$ cat src/rtl/wb_arbiter.sv
// Round-robin Wishbone arbiter: NMASTER masters share one slave port, with grant held
// for the whole bus cycle and a per-access watchdog that aborts unacknowledged strobes.

module wb_arbiter_lane #(
  parameter int AWIDTH = 32,
  parameter int DWIDTH = 32
) (
  input  logic              sel,
  input  logic              m_cyc,
  input  logic              m_stb,
  input  logic              m_we,
  input  logic [AWIDTH-1:0] m_adr,
  input  logic [DWIDTH-1:0] m_dat,
  output logic              g_cyc,
  output logic              g_stb,
  output logic              g_we,
  output logic [AWIDTH-1:0] g_adr,
  output logic [DWIDTH-1:0] g_dat
);
  // Grant-gated fields; the top ORs all lanes, so non-owners must contribute zero.
  assign g_cyc = sel & m_cyc;
  assign g_stb = sel & m_cyc & m_stb;
  assign g_we  = sel & m_we;
  assign g_adr = {AWIDTH{sel}} & m_adr;
  assign g_dat = {DWIDTH{sel}} & m_dat;
endmodule

module wb_arbiter #(
  parameter int NMASTER = 4,
  parameter int AWIDTH  = 32,
  parameter int DWIDTH  = 32,
  parameter int TIMEOUT = 16
) (
  input  logic                      hclk,
  input  logic                      hresetn,
  input  logic [NMASTER-1:0]        m_cyc_i,
  input  logic [NMASTER-1:0]        m_stb_i,
  input  logic [NMASTER-1:0]        m_we_i,
  input  logic [NMASTER*AWIDTH-1:0] m_adr_i,
  input  logic [NMASTER*DWIDTH-1:0] m_dat_i,
  output logic [DWIDTH-1:0]         m_dat_o,
  output logic [NMASTER-1:0]        m_ack_o,
  output logic [NMASTER-1:0]        m_err_o,
  output logic [NMASTER-1:0]        gnt_o,
  output logic                      s_cyc_o,
  output logic                      s_stb_o,
  output logic                      s_we_o,
  output logic [AWIDTH-1:0]         s_adr_o,
  output logic [DWIDTH-1:0]         s_dat_o,
  input  logic [DWIDTH-1:0]         s_dat_i,
  input  logic                      s_ack_i
);
  localparam int LW = $clog2(NMASTER);
  localparam int CW = $clog2(TIMEOUT) + 1;

  typedef enum logic [1:0] {IDLE, OWN, ABORT} state_t;

  state_t             state_q, state_d;
  logic [NMASTER-1:0] gnt_q, gnt_d;
  logic [NMASTER-1:0] err_q, err_d;
  logic [LW-1:0]      last_q, last_d;
  logic [CW-1:0]      cnt_q, cnt_d;

  logic [NMASTER-1:0]             cyc_l, stb_l, we_l;
  logic [NMASTER-1:0][AWIDTH-1:0] adr_l;
  logic [NMASTER-1:0][DWIDTH-1:0] dat_l;

  for (genvar i = 0; i < NMASTER; i++) begin : g_lane
    wb_arbiter_lane #(.AWIDTH(AWIDTH), .DWIDTH(DWIDTH)) u_lane (
      .sel   (gnt_q[i]),
      .m_cyc (m_cyc_i[i]),
      .m_stb (m_stb_i[i]),
      .m_we  (m_we_i[i]),
      .m_adr (m_adr_i[i*AWIDTH +: AWIDTH]),
      .m_dat (m_dat_i[i*DWIDTH +: DWIDTH]),
      .g_cyc (cyc_l[i]),
      .g_stb (stb_l[i]),
      .g_we  (we_l[i]),
      .g_adr (adr_l[i]),
      .g_dat (dat_l[i])
    );
  end

  // gnt_q is non-zero only in OWN, so the OR of gated lanes is the owner's view.
  always_comb begin
    s_cyc_o = 1'b0;
    s_stb_o = 1'b0;
    s_we_o  = 1'b0;
    s_adr_o = '0;
    s_dat_o = '0;
    for (int i = 0; i < NMASTER; i++) begin
      s_cyc_o = s_cyc_o | cyc_l[i];
      s_stb_o = s_stb_o | stb_l[i];
      s_we_o  = s_we_o  | we_l[i];
      s_adr_o = s_adr_o | adr_l[i];
      s_dat_o = s_dat_o | dat_l[i];
    end
  end

  assign m_ack_o = gnt_q & {NMASTER{s_ack_i & s_stb_o}};
  assign m_dat_o = s_dat_i;
  assign gnt_o   = gnt_q;
  assign m_err_o = err_q;

  // Round-robin search starting just above the most recent owner.
  logic [LW-1:0] win, cand;
  logic          win_vld;

  always_comb begin
    win     = '0;
    cand    = '0;
    win_vld = 1'b0;
    for (int k = 1; k <= NMASTER; k++) begin
      cand = LW'((int'(last_q) + k) % NMASTER);
      if (!win_vld && m_cyc_i[cand]) begin
        win_vld = 1'b1;
        win     = cand;
      end
    end
  end

  logic arb;

  always_comb begin
    state_d = state_q;
    gnt_d   = gnt_q;
    last_d  = last_q;
    cnt_d   = '0;
    err_d   = '0;
    arb     = 1'b0;
    unique case (state_q)
      IDLE:  arb = |m_cyc_i;
      OWN: begin
        if (!m_cyc_i[last_q]) begin
          arb = 1'b1;
        end else if (s_stb_o && !s_ack_i) begin
          if (cnt_q == CW'(TIMEOUT - 1)) begin
            state_d       = ABORT;
            gnt_d         = '0;
            err_d[last_q] = 1'b1;
          end else begin
            cnt_d = cnt_q + CW'(1);
          end
        end
      end
      ABORT: arb = 1'b1;
      default: begin
        state_d = IDLE;
        gnt_d   = '0;
      end
    endcase
    if (arb) begin
      gnt_d = '0;
      if (win_vld) begin
        state_d    = OWN;
        gnt_d[win] = 1'b1;
        last_d     = win;
      end else begin
        state_d = IDLE;
      end
    end
  end

  always_ff @(posedge hclk or negedge hresetn) begin
    if (!hresetn) begin
      state_q <= IDLE;
      gnt_q   <= '0;
      err_q   <= '0;
      last_q  <= LW'(NMASTER - 1);
      cnt_q   <= '0;
    end else begin
      state_q <= state_d;
      gnt_q   <= gnt_d;
      err_q   <= err_d;
      last_q  <= last_d;
      cnt_q   <= cnt_d;
    end
  end
endmodule

$ cat config.mk
export PLATFORM = sky130hd
export DESIGN_NAME = wb_arbiter
export DESIGN_NICKNAME = d
export VERILOG_FILES = /design/src/rtl/wb_arbiter.sv
export SDC_FILE = /design/constraint.sdc
export NUM_CORES = 1
export LEC_CHECK = 0
export ABC_AREA = 0
export BUFFER_PORTS_ARGS = -buffer_cell sky130_fd_sc_hd__buf_2
export CORE_AREA = 2 2 162 164
export CTS_CLUSTER_DIAMETER = 100
export DETAILED_ROUTE_END_ITERATION = 8
export DIE_AREA = 0 0 164 166
export SYNTH_ARGS = -nofsm -noshare
export SYNTH_HDL_FRONTEND = slang
export SYNTH_SLANG_ARGS = --single-unit
$ cat constraint.sdc
create_clock -name hclk -period 2.2 [get_ports hclk]
set_clock_uncertainty 0.2 [all_clocks]
set_input_delay 0.44 -clock hclk [delete_from_list [all_inputs] [get_ports hclk]]
set_output_delay 0.44 -clock hclk [all_outputs]
set_load 0.01 [all_outputs]
* Word level (Yosys, flattened, before mapping)
Cells that the tools add are included. W data, S select, Z words.
Operators by class: reduce and logical (&&, ||, !) cells 15, equal/unequal tests 7, $lt $le $gt $ge 8, bitwise logic cells 37, multiplexer cells 44, $add $sub $neg 5
Operators by type and width (count):
- $and A32 B32 Y32 | 8
- $or A32 B32 Y32 | 6
- $mux W4 | 9
- $mux W5 | 4
- $lt A2 B3 Y1 const B | 6
- $mux W2 | 8
- $and A1 B1 Y1 | 13
- $mux W1 | 13
- $bmux W1 S2 | 5
- $ne A3 B3 Y1 const B | 3
- $or A1 B1 Y1 | 9
- $pmux W4 S2 | 1
- $logic_and A1 B1 Y1 | 6
- $add A5 B1 Y5 const B | 1
- $eq A5 B4 Y1 const B | 1
- $add A2 B1 Y2 const B | 2
- $add A2 B2 Y2 const B | 2
- $and A4 B4 Y4 | 1
- $demux W1 S2 | 2
- $ge A2 B1 Y1 const B | 2
- $logic_not A1 Y1 | 4
- $pmux W2 S2 | 1
- $reduce_and A4 Y1 | 1
- $reduce_or A4 Y1 | 1
- other kinds (7) | 7
Word-level totals: bits in registers 17, logic and storage cells 121, output and inout port bits 111, bits of input ports 303

* Longest topological paths before layout
depth after elaboration 19, depth in mapped cells 8, mapped depth without buffers 7

* Hierarchy
A second synthesis with hierarchy kept.
Second synthesis, totals: cell total of the unflattened synthesis 493, area, all modules 3595.9 sq um
By module, submodules not included:
- wb_arbiter_lane | area each 475.5 sq um, cells each 74, instances 4, sequential area each 0.0 sq um
- wb_arbiter | area each 1694.1 sq um, cells each 197, instances 1, sequential area each 427.9 sq um

* Worst setup path after synthesis
Ideal clock, no wire load.
path type reg-to-reg, start reg last_q[1], end reg gnt_q[2], in the netlist gnt_o[2], library setup time 0.121 ns, period minus slack after synthesis 2.260 ns, arrival 1.939 ns, stages on the path, launching flop included 9, path slack -0.060 ns, buffers on the path 1, required time 1.879 ns, cell sequence dfstp_2 > buf_2 > inv_1 > ha_1 > nor2b_1 > nor3_1 > o31ai_1 > a31oi_1 > a22o_2
Between the ends: word-level cells in the longest chain between the ends 19, elaborated cells between the ends (all ways) 42, those cells by class 4 x add/sub; 2 x order compare; 4 x eq/ne; 24 x mux; 8 x reduce/logical
Ends and longest elaborated chain:
- start: declaration | line 61 | logic [LW-1:0] last_q, last_d;
- start signal: assignment | line 169 | last_q <= LW'(NMASTER - 1);
- start signal: assignment | line 175 | last_q <= last_d;
- $add A2 B1 Y2 | line 114 | cand = LW'((int'(last_q) + k) % NMASTER);
- $bmux W1 S2 | line 115 | if (!win_vld && m_cyc_i[cand]) begin
- $mux W1 (implied by the code) | line 115
- $mux W1 | line 115
- $logic_not A1 Y1 | line 115
- $logic_and A1 B1 Y1 | line 115
- $mux W1 | line 115
- $logic_not A1 Y1 | line 115
- [3 not listed]
- $logic_and A1 B1 Y1 | line 115
- $mux W2 | line 115
- $lt A2 B3 Y1 (implied by the code) or $ge A2 B1 Y1 (tied branches) | line 156 | gnt_d[win] = 1'b1;
- $logic_and A1 B1 Y1 (implied by the code) | line 156
- $mux W1 (implied by the code) | line 156
- $demux W1 S2 | line 156
- $mux W4 | line 154 | if (win_vld) begin
- $mux W4 | line 152 | if (arb) begin
- end signal: assignment | line 173 | gnt_q <= gnt_d;
- end: declaration | line 59 | logic [NMASTER-1:0] gnt_q, gnt_d;
Parallel ways exist; a longest one is shown, timed or not. The select of a mux whose other input is x is not followed. A chain may end at the register's enable or synchronous reset.

* Worst setup path after layout
start reg gnt_q[0], in the netlist gnt_o[0], end out s_dat_o[2]
Between the ends: word-level cells in the longest chain between the ends 4
Ends and longest elaborated chain:
- $and A32 B32 Y32 | line 25 | assign g_dat = {DWIDTH{sel}} & m_dat;
- $or A32 B32 Y32 (3 in series) | line 96 | s_dat_o = s_dat_o | dat_l[i];
- end: declaration | line 49 | output logic [DWIDTH-1:0] s_dat_o,
Every way passes these cells.

==> metrics.cfg <==
[sta]
setup_tns_ns = 0
finalSetupViolCount = 0
final.period_utilization_pct = 99.7
hold_viol = 0
finalMaxSlewViolations = 0
fmax_ghz = 0.456
tightestPinTransition_ns = 0.422
timing.slew.headroom_pct = 71.9
rsz0062_at_grt = false
fin_crit_ns = 2.19

[power_and_ir_drop]
p_int_mw = 2.25
p_leak_nw = 2.56
p_clk_share_pct = 7.7
peakVddDrop_mv = 0.412
finalPower_mw = 4.60
combPwrFrac_pct = 82.1
p_sw_share_pct = 51.1
switchingPower_mw = 2.35
powerDensity_nw_per_um2 = 969
pwr-share-seq_pct = 10.2

[floorplanning]
die_area_um2 = 27200
die_height_um = 166
ios = 414
start_util_pct = 10.3
core_um2 = 25600
rows = 59
die_w_um = 164

[placed_design]
dp_cells = 994
gp_congestion = 0.828
dp_hpwl_um = 12100
port_buffers = 349

[worst_setup_path]
crit_slowest_cell = dfrtp_2
crit_arrival_ns = 1.55
r2r_end = gnt_o[2]
critical_path.cell_chain = buf_12 -> a22oi_1 -> nand2_1 -> buf_2
worstReg2RegStart = last_q[0]
worst_ep_required_time_ns = 1.56
reg2reg_depth = 7
worst-r2r-setup-slack_ns = 0.13
crit_fanout = 37
criticalPathCategory = reg -> out
max_stage_delay_ns = 0.44
worst_setup_path_start_kind = register
crit_path_end_kind = primary output

[routing]
vias_per_cell = 4.04
drt_iter0_markers = 201
vias = 4050
first_pass_iters = 4
wl_um = 14400
ant_nets = 0
drc = 0
wl_per_cell_um = 14.4

[clock_network]
cts_buffers = 3
clk_latency_ns = 0.24
cts_sinks = 17
cts.clk_slew.worst_paths_ns = 0.05
h-tree-depth = 1
root_buffer = clkbuf_16
cts_buffer_depth = 2
cts_tree = yes

[yosys]
ys_warn_count = 0
syn_nets = 674
yosys.cell_types.count = 45
synth.most_common_cell = a22oi_1
yosys.area.top_type = a22oi_1
async_flop_share_pct = 100
syn_area_um2 = 2640
netlist.area_leader.share_pct = 37.6
synth_ff_type = dfrtp_1
synth.top_cells.by_count = a22oi_1, nand2_1, buf_4
synth_area_per_cell_um2 = 7.21
synth-seq-cells = 17
synth_area_leaders = a22oi_1, dfrtp_1, buf_4
syn_inst = 366
ys_seq_area_share_pct = 16.2
synth-edff-count = 0

[global_routing]
grt_pass1_vias = 3737
grt_max_degree = 38
grt_pass1_wl_um = 20700
overflow = 0
grt_util_all_layers_pct = 9.63
antenna_found_initial = 1

[cells_and_area]
final-instance-count-excl-fill = 1002
final_core_util_pct = 18.5
num-fill-cells = 2900
diodes = 0
drive_above_1_share_pct = 59.7
syn_to_final_growth_pct = 80.0
nNetsFinal = 976

[min_path]
whs_endpoint = state_q[1]
hp-class = in -> reg
hold_depth = 2
hp-start = s_ack_i

[status]
status = complete, no violations

[job]
drv_cap = 0

registers in the layout (all words and copies together), names as in the netlist:
signal / count
m_err_o: 4
gnt_o: 4
cnt_q: 5
last_q: 2
state_q: 2
power by group through the flow:
stage               Clock, mW  Combinational, mW  Sequential [mW]
CTS                     0.364               3.75            0.464
global route            0.385               4.15            0.475
floorplan                   0               2.19            0.421
detailed placement          0               3.68            0.487
global placement            0               3.64            0.492
finish                  0.355               3.78            0.467
cells in the final DEF, fill, tap and decap left out, drive strengths merged, types with 3 or more instances in the layout:
cell	n
nor2	6
and2	9
nand2	70
a22oi	132
dfrtp	15
nand3	6
clkbuf	3
ha	5
inv	3
o21ai	3
buf	370
nor3	5
kinds of logic (layout without fill, tap and decap cells):
family                     count (synthesis)  after routing  synth area share [%]
DFF                                       17             17                  16.2
adders and majority gates                  5              5                  2.37
muxes                                      3              3                  1.76
AOI/OAI and AO/OA                        151            151                  42.9
xor gates and xnor gates                   2              2                 0.664
buffers and inverters                     77            378                  17.1
and+or+nand+nor                          111            111                  19.0
repair_timing:
action / in CTS / in global routing
endpoints found under the setup margin: 4 / 28
hold buffers: 1 / 0
pin swaps: 0 / 1
resized for setup: 0 / 14
hold endpoints to repair: 15 / 0
buffers inserted: 3 / 0
final cells by class:
| cell class | instances | area, µm² | share of cell area, % |
|---|---|---|---|
| inverters | 3 | 11.3 | 0.237 |
| repair buffers | 371 | 1980 | 41.7 |
| flip-flops and latches | 17 | 433 | 9.12 |
| clock inverters | 1 | 5.00 | 0.105 |
| clock buffers | 3 | 75.1 | 1.58 |
| well taps | 335 | 419 | 8.83 |
| multi-input cells | 272 | 1820 | 38.4 |
worst max-delay path by stage:
| stage | startpoint | cells after the start | to | slack [ns] |
|---|---|---|---|---|
| after floorplan | last_q[1] | 8 | gnt_o[3] | 0.07 |
| after CTS | gnt_o[2] | 5 | s_dat_o[16] | 0.04 |
| after detailed placement | m_cyc_i[2] | 5 | gnt_o[2] | 0.07 |
| final | gnt_o[0] | 4 | s_dat_o[2] | 0.008 |
| after global routing | gnt_o[1] | 4 | s_dat_o[23] | 0.01 |
| after global placement | m_cyc_i[1] | 6 | last_q[1] | 0.1 |
through the flow:
stage / area, µm² / setup slack (ns) / hold WS (ns)
after floorplan: 2650 / 0.0657 / -0.0556
after global placement: 4570 / 0.0961 / 0.168
after detailed placement: 4570 / 0.0714 / 0.178
after CTS: 4690 / 0.0421 / 0.206
after global routing: 4750 / 0.0114 / 0.218
final: 4750 / 0.00760 / 0.210
worst max-delay path: cells and delay by family (launching register included):
| kind | cells | cell delay (ns) |
|---|---|---|
| simple gates | 1 | 0.09 |
| flops | 1 | 0.44 |
| buf+inv | 2 | 0.34 |
| compound gates | 1 | 0.40 |
metal layers:
metal | wire (µm) | global-route usage (%)
met5 | 10 | 0
met4 | 212 | 1.60
met3 | 1480 | 1.92
met2 | 6800 | 16.5
met1 | 5920 | 12.6
No activity file was read; power rests on OpenSTA's default activity.
